[config.mk]
export PLATFORM = sky130hd
export DESIGN_NAME = sync_fifo_ctrl
export DESIGN_NICKNAME = d
export VERILOG_FILES = /design/src/rtl/sync_fifo_ctrl.sv
export SDC_FILE = /design/constraint.sdc
export NUM_CORES = 2
export LEC_CHECK = 0
export CELL_PAD_IN_SITES_DETAIL_PLACEMENT = 1
export CELL_PAD_IN_SITES_GLOBAL_PLACEMENT = 1
export CORE_UTILIZATION = 35
export CTS_CLUSTER_DIAMETER = 60
export CTS_CLUSTER_SIZE = 28
export DETAILED_ROUTE_END_ITERATION = 10
export PLACE_DENSITY_LB_ADDON = 0.1
export SLEW_MARGIN = 20
export SYNTH_ARGS = -nofsm -noshare
export SYNTH_HDL_FRONTEND = slang
export SYNTH_SLANG_ARGS = --single-unit
[constraint.sdc]
create_clock -name clk -period 3.6 [get_ports clk]
set_input_delay 0.54 -clock clk [delete_from_list [all_inputs] [get_ports clk]]
set_output_delay 0.54 -clock clk [all_outputs]
set_load 0.005 [all_outputs]
[src/rtl/sync_fifo_ctrl.sv]
// sync_fifo_ctrl: single-clock FIFO core with the vendor FIFO IP port contract.
// Holds storage, read/write pointers, an occupancy counter, and registered
// full/empty/almost flags. All flags are derived from the next-cycle level,
// so they stay coherent with the water level outputs on every cycle.
// Optional build macro FIFO_ERR_FLAG_EN adds sticky wr_overflow/rd_underflow.
module sync_fifo_ctrl #(
   parameter int unsigned DATA_W    = 8,
   parameter int unsigned ADDR_W    = 8,
   parameter int unsigned AF_THRESH = 252,
   parameter int unsigned AE_THRESH = 4
) (
   input  logic              clk,
   input  logic              rst,
   input  logic              wr_en,
   input  logic [DATA_W-1:0] wr_data,
   output logic              wr_full,
   output logic [ADDR_W:0]   wr_water_level,
   output logic              almost_full,
   input  logic              rd_en,
   output logic [DATA_W-1:0] rd_data,
   output logic              rd_empty,
   output logic [ADDR_W:0]   rd_water_level,
`ifdef FIFO_ERR_FLAG_EN
   output logic              almost_empty,
   output logic              wr_overflow,
   output logic              rd_underflow
`else
   output logic              almost_empty
`endif
);

   localparam int unsigned    DEPTH   = 1 << ADDR_W;
   localparam logic [ADDR_W:0] DEPTH_L = {1'b1, {ADDR_W{1'b0}}};
   localparam logic [ADDR_W:0] AF_L    = AF_THRESH[ADDR_W:0];
   localparam logic [ADDR_W:0] AE_L    = AE_THRESH[ADDR_W:0];

   logic [DATA_W-1:0] mem [DEPTH];
   logic [ADDR_W-1:0] wr_ptr;
   logic [ADDR_W-1:0] rd_ptr;
   logic [ADDR_W:0]   level;
   logic [ADDR_W:0]   level_nxt;
   logic              wr_acc;
   logic              rd_acc;

   // Accept decisions use the registered flags; nothing is accepted in a reset cycle.
   always_comb begin
      wr_acc    = wr_en & ~wr_full  & ~rst;
      rd_acc    = rd_en & ~rd_empty & ~rst;
      level_nxt = level + {{ADDR_W{1'b0}}, wr_acc} - {{ADDR_W{1'b0}}, rd_acc};
   end

   // Storage array: written on accept only, never cleared by reset.
   always_ff @(posedge clk) begin
      if (wr_acc) begin
         mem[wr_ptr] <= wr_data;
      end
   end

   // Pointers, level, read data and flags, all registered from level_nxt.
   always_ff @(posedge clk) begin
      if (rst) begin
         wr_ptr       <= '0;
         rd_ptr       <= '0;
         level        <= '0;
         rd_data      <= '0;
         wr_full      <= 1'b0;
         rd_empty     <= 1'b1;
         almost_full  <= 1'b0;
         almost_empty <= 1'b1;
      end else begin
         if (wr_acc) begin
            wr_ptr <= wr_ptr + 1'b1;
         end
         if (rd_acc) begin
            rd_data <= mem[rd_ptr];
            rd_ptr  <= rd_ptr + 1'b1;
         end
         level        <= level_nxt;
         wr_full      <= (level_nxt == DEPTH_L);
         rd_empty     <= (level_nxt == '0);
         almost_full  <= (level_nxt >= AF_L);
         almost_empty <= (level_nxt <= AE_L);
      end
   end

   always_comb begin
      wr_water_level = level;
      rd_water_level = level;
   end

`ifdef FIFO_ERR_FLAG_EN
   // Sticky error flags: set by a request against the registered full/empty flag.
   always_ff @(posedge clk) begin
      if (rst) begin
         wr_overflow  <= 1'b0;
         rd_underflow <= 1'b0;
      end else begin
         if (wr_en & wr_full) begin
            wr_overflow <= 1'b1;
         end
         if (rd_en & rd_empty) begin
            rd_underflow <= 1'b1;
         end
      end
   end
`endif

endmodule

==> results.md <==
- For the worst-skew pair, the clock arrives at the later sink with an insertion delay of 0.84 ns.
- The die outline area is 0.234 sq mm.
- Sorting the synthesized cells by area gives the leading types as sky130_fd_sc_hd__edfxtp_1 76%, sky130_fd_sc_hd__mux4_2 12%, sky130_fd_sc_hd__mux2i_1 2.9%.
- After floorplanning, the core was divided into 176 placement rows.
- Excluding fillers, the count of instances in the completed layout stands at 7,632.
- The growth of design area from synthesis to finish is 16.6%.
- The final period demand of the worst path is 3.42 ns.
- Clock tree synthesis selected as its root buffer the cell sky130_fd_sc_hd__clkbuf_16.
- The flow ran to the end, and the final reports show no timing, DRC or antenna violations.
- The origin of the worst min-delay path is wr_data[0].
- Buffers placed on the I/O ports in this run total 41.
- Across the run, the number of max-cap violations was 0.
- The leading area contributor after synthesis is sky130_fd_sc_hd__edfxtp_1.
- The cell count after synthesis is 3,968.
- The area of placed instances is 0.0892 sq mm.
- The final-report setup violation count is 0.
- The number of antenna violations at the first check in global routing came to 12.
- Summed over all nets, the half-perimeter wirelength after detailed placement is 154,000 um.
- In this run the vertical extent of the chip is 484 um.
- The type of element capturing the critical path is a register.
- The arithmetic-cell share of the synthesized area counting full adders, half adders and majority gates is 0.00240.
- The setup fix buffers added after clock tree synthesis is 0.
- At the placement stage, the worst setup path has a slack of -0.123 ns.
- Of the synthesized area, sequential elements account for 0.765.
- The number of fillers in the final layout is 21,700.
- On the final layout, the worst hold slack is 0.133 ns.
- Counting instances, the worst hold path has a depth of 1.
- The simple logic cell fraction of the synthesized area is 0.0273.
- The pre-antenna-repair detailed-routing pass consisted of 5 iterations.
- The final cell utilization of the core is 0.411.
- The cell count after placement is 7,326.
- The number of warning messages in the yosys log is 0.
- Static timing analysis puts the maximum clock frequency at 0.292 GHz.
- The via-per-instance ratio is 5.36.
- The residual DRC count is 0.
- The fraction of the mapped netlist area in compound gates is 0.0322.
- The cell at the slowest stage of the critical path is sky130_fd_sc_hd__a2111oi_1.
- The count of endpoints failing hold in the final timing report is 0.
- The worst setup path is launched from a register.
- Detailed routing inserted a total of 40,900 vias.
- The final weighted congestion in routability-driven placement is 0.779.
- The register-to-register setup slack is 0.18 ns.
- Of the cells placed in the final design, the portion with a size suffix greater than 1 is 0.287.
- In the final routed layout, each cell accounts on average for 31.2 um.
- In this run the mean area of a mapped cell was 20.5 sq um.
- The overall overflow remaining after global route is 0.
- Dividing total power by cell area gives a power density of 516 mW/mm^2.
- The final setup slack of the worst path is 0.180 ns.
- The initial core utilization is 0.353.
- In this run the critical register-to-register path is captured at rd_data[2]$_SDFFE_PP0P_.
- The count of final max-slew check failures was 0.
- The largest vdd supply drop is 0.381 mV.
- The sink of the worst hold path is mem[55][0]$_DFFE_PP_.
- Grouping stages by cell kind, the critical path spends the most delay in compound AO/OA/AOI/OAI gates.
- The CTS tree is done.
- In the final design database the tool counted 4,494 nets.
- The synthesized design contains 2,085 register bits.
- In this run the static leakage power is 0.0292 uW.
- Counting flops with an async set or reset pin after synthesis yields a share of 0.
- For the pin with the worst max-slew slack, the measured transition is 1.01 ns.
- The number of flops mapped to enable cells by yosys is 2,048.
- Counting along the longest clock path gives a buffer depth of 3.
- Of the total synthesized cell area, the portion taken by XOR and XNOR cells is 0.00205.
- Walking the worst path, the cells encountered are buf_12, buf_4, mux4_2, o22ai_1, nor3_1, buf_4, a2111oi_1, buf_4, o41a_1, o21ai_0.
- Entering global routing, the biggest net connects 118 pins.
- The synthesized cell area is 0.0813 sq mm.
- Of the available clock period, the critical path in the final layout requires 0.950.
- After detailed routing, the total wire length is 238,000 um.
- The net count after synthesis is 3,995.
- The highest cell delay on the worst timing path is 0.70 ns.
- The die extent in x is 484 um.
- Clock tree synthesis inserted a total of 164 buffers.
- The class of the most critical hold timing path is input pin to register.
- For the final database, setup skew stands at 0.0400 ns.
- Clock tree synthesis found a total of 2,085 sinks.
- Setup repair after global routing left no endpoint under its margin.
- The largest family of logic cells by synthesized area is multiplexers.
- The post-route standard cell area excluding fillers is 0.0948 sq mm.
- Data on the critical path is required at its endpoint by 4.31 ns.
- The maximum fanout along the worst path is 19.
- The I/O pin count is 42.
- The number of DRC markers in iteration 0 is 3,551.
- The final antenna-violating net count is 0.
- The most numerous cell type found on the critical path is sky130_fd_sc_hd__buf_4.
- The global-route wire length before repair is 339,000 um.
- The arrival time of data at the critical path endpoint is 4.13 ns.
- In this run the number of cells on the critical path is 10.
- The number of buffers and inverters on the critical path is 4.
- The mux share of post-synthesis cell area is 0.154.
- The number of cells on the worst reg-to-reg path is 10.
- The H-tree was split into 4 levels.
- Clock-pin slew was measured on the worst setup and hold paths at 0.09 ns.
- The global router's overall resource usage is 0.204.
- The region available for standard cell placement spans 0.231 sq mm.
- After synthesis, the netlist uses 63 different library cells.
- Headroom to the max-slew limit came out at 0.324.
- The via count of the first global-routing pass is 43,300.
- Of the post-synthesis cell area, the dominant cell type holds 0.756.
- The worst reg2reg path startpoint is rd_ptr[0]$_SDFFE_PP0P_.
- The top flip-flop cell by instance count after synthesis is sky130_fd_sc_hd__edfxtp_1.
- The critical path is of the register to register type.
report_power, final:
group / leakage, uW / internal [uW] / total [uW] / switching, uW
clock network: 0.00272 / 9560 / 19300 / 9750
registers: 0.0187 / 26700 / 26700 / 81.2
logic: 0.00775 / 1270 / 2870 / 1600
layer usage:
metal,share of wire,global-route usage
met1,0.46,0.288
met2,0.49,0.338
met3,0.035,0.0244
met4,0.018,0.0422
met5,0,0
cell usage in the layout (no fill, tap or decap), types with 16 or more instances in the layout:
cell type	count
sky130_fd_sc_hd__o21ai_0	45
sky130_fd_sc_hd__clkinv_8	16
sky130_fd_sc_hd__inv_8	20
sky130_fd_sc_hd__nor3_1	36
sky130_fd_sc_hd__mux2i_1	233
sky130_fd_sc_hd__nand3_1	20
sky130_fd_sc_hd__dfxtp_1	33
sky130_fd_sc_hd__edfxtp_1	2048
sky130_fd_sc_hd__clkdlybuf4s50_1	32
sky130_fd_sc_hd__a21oi_1	57
sky130_fd_sc_hd__nand2_1	53
sky130_fd_sc_hd__mux4_2	450
sky130_fd_sc_hd__clkbuf_16	168
sky130_fd_sc_hd__clkinvlp_4	17
sky130_fd_sc_hd__inv_6	32
sky130_fd_sc_hd__a22o_1	16
sky130_fd_sc_hd__o221ai_1	87
sky130_fd_sc_hd__o22ai_1	78
sky130_fd_sc_hd__nor2_1	339
sky130_fd_sc_hd__buf_12	60
sky130_fd_sc_hd__inv_1	20
sky130_fd_sc_hd__buf_4	478
layout make-up:
| cell class | instances | area, sq um | area share |
|---|---|---|---|
| multi-input combinational | 1613 | 17800 | 0.188 |
| timing repair buffer | 580 | 5250 | 0.0553 |
| clock buffer | 178 | 4240 | 0.0447 |
| antenna | 1 | 2.50 | 0.0000264 |
| tap | 3026 | 3790 | 0.0399 |
| sequential | 2085 | 62300 | 0.656 |
| inverter | 23 | 92.6 | 0.000976 |
| clock inverter | 126 | 1430 | 0.0150 |
synthesized netlist by cell type (all sizes together) (2+ instances only):
| cell | count |
|---|---|
| edfxtp | 2048 |
| a22o | 16 |
| o32ai | 2 |
| nor2 | 340 |
| inv | 22 |
| a221oi | 15 |
| clkbuf | 119 |
| o21ai | 46 |
| dfxtp | 37 |
| or2 | 7 |
| mux4 | 450 |
| a211o | 5 |
| nor2b | 13 |
| mux2 | 2 |
| o2111ai | 3 |
| xnor2 | 13 |
| o221ai | 87 |
| nand2b | 4 |
| mux2i | 233 |
| a41o | 2 |
| nand4 | 12 |
| a2111oi | 4 |
| and2 | 9 |
| or3 | 2 |
| xor2 | 6 |
| o21a | 2 |
| buf | 128 |
| a211oi | 9 |
| a22oi | 14 |
| nand2 | 54 |
| nor4b | 2 |
| o211a | 2 |
| o31ai | 8 |
| o41ai | 2 |
| ha | 14 |
| a21oi | 57 |
| a31oi | 4 |
| o22ai | 78 |
| nor4 | 8 |
| and3 | 2 |
| nand3 | 32 |
| a32o | 6 |
| nor3 | 36 |
through the flow:
step           TNS [ns]  power (uW)
6_report              0       48900
5_1_grt               0       50500
4_1_cts               0       49600
3_5_place_dp     -0.515       30300
3_3_place_gp     -0.563       30200
2_1_floorplan         0       28800
state kept, by name (all words and copies together), names as in the netlist:
signal	cells
almost_empty	1
rd_ptr	8
almost_full	1
wr_full	1
rd_data	8
rd_empty	1
mem	2048
wr_ptr	8
rd_water_level	9
how the worst max path moves through the flow:
stage	startpoint	endpoint	slack [ns]
after floorplan	rd_en	rd_empty$_SDFF_PP1_	0.20
after global placement	wr_en	rd_empty$_SDFF_PP1_	-0.14
after detailed placement	wr_en	rd_empty$_SDFF_PP1_	-0.12
after CTS	rd_ptr[0]$_SDFFE_PP0P_	rd_data[2]$_SDFFE_PP0P_	0.18
after global routing	rd_ptr[0]$_SDFFE_PP0P_	rd_data[2]$_SDFFE_PP0P_	0.11
final	rd_ptr[0]$_SDFFE_PP0P_	rd_data[2]$_SDFFE_PP0P_	0.18
what timing repair did:
| action | in CTS | in global routing |
|---|---|---|
| endpoints found under the setup margin | 1 | 0 |
| resized for setup | 1 | 0 |
| endpoints found under the hold margin | 12 | 0 |
| hold buffers | 1 | 0 |
cells by family (layout without fill, tap and decap cells):
group,after synthesis,in the layout
simple gates,524,524
xor+xnor,19,19
flops,2085,2085
other cells,0,1
fa+ha+maj,15,15
compound gates,370,370
mux,685,685
buf+inv,270,907
(Power assumes the default switching activity.)
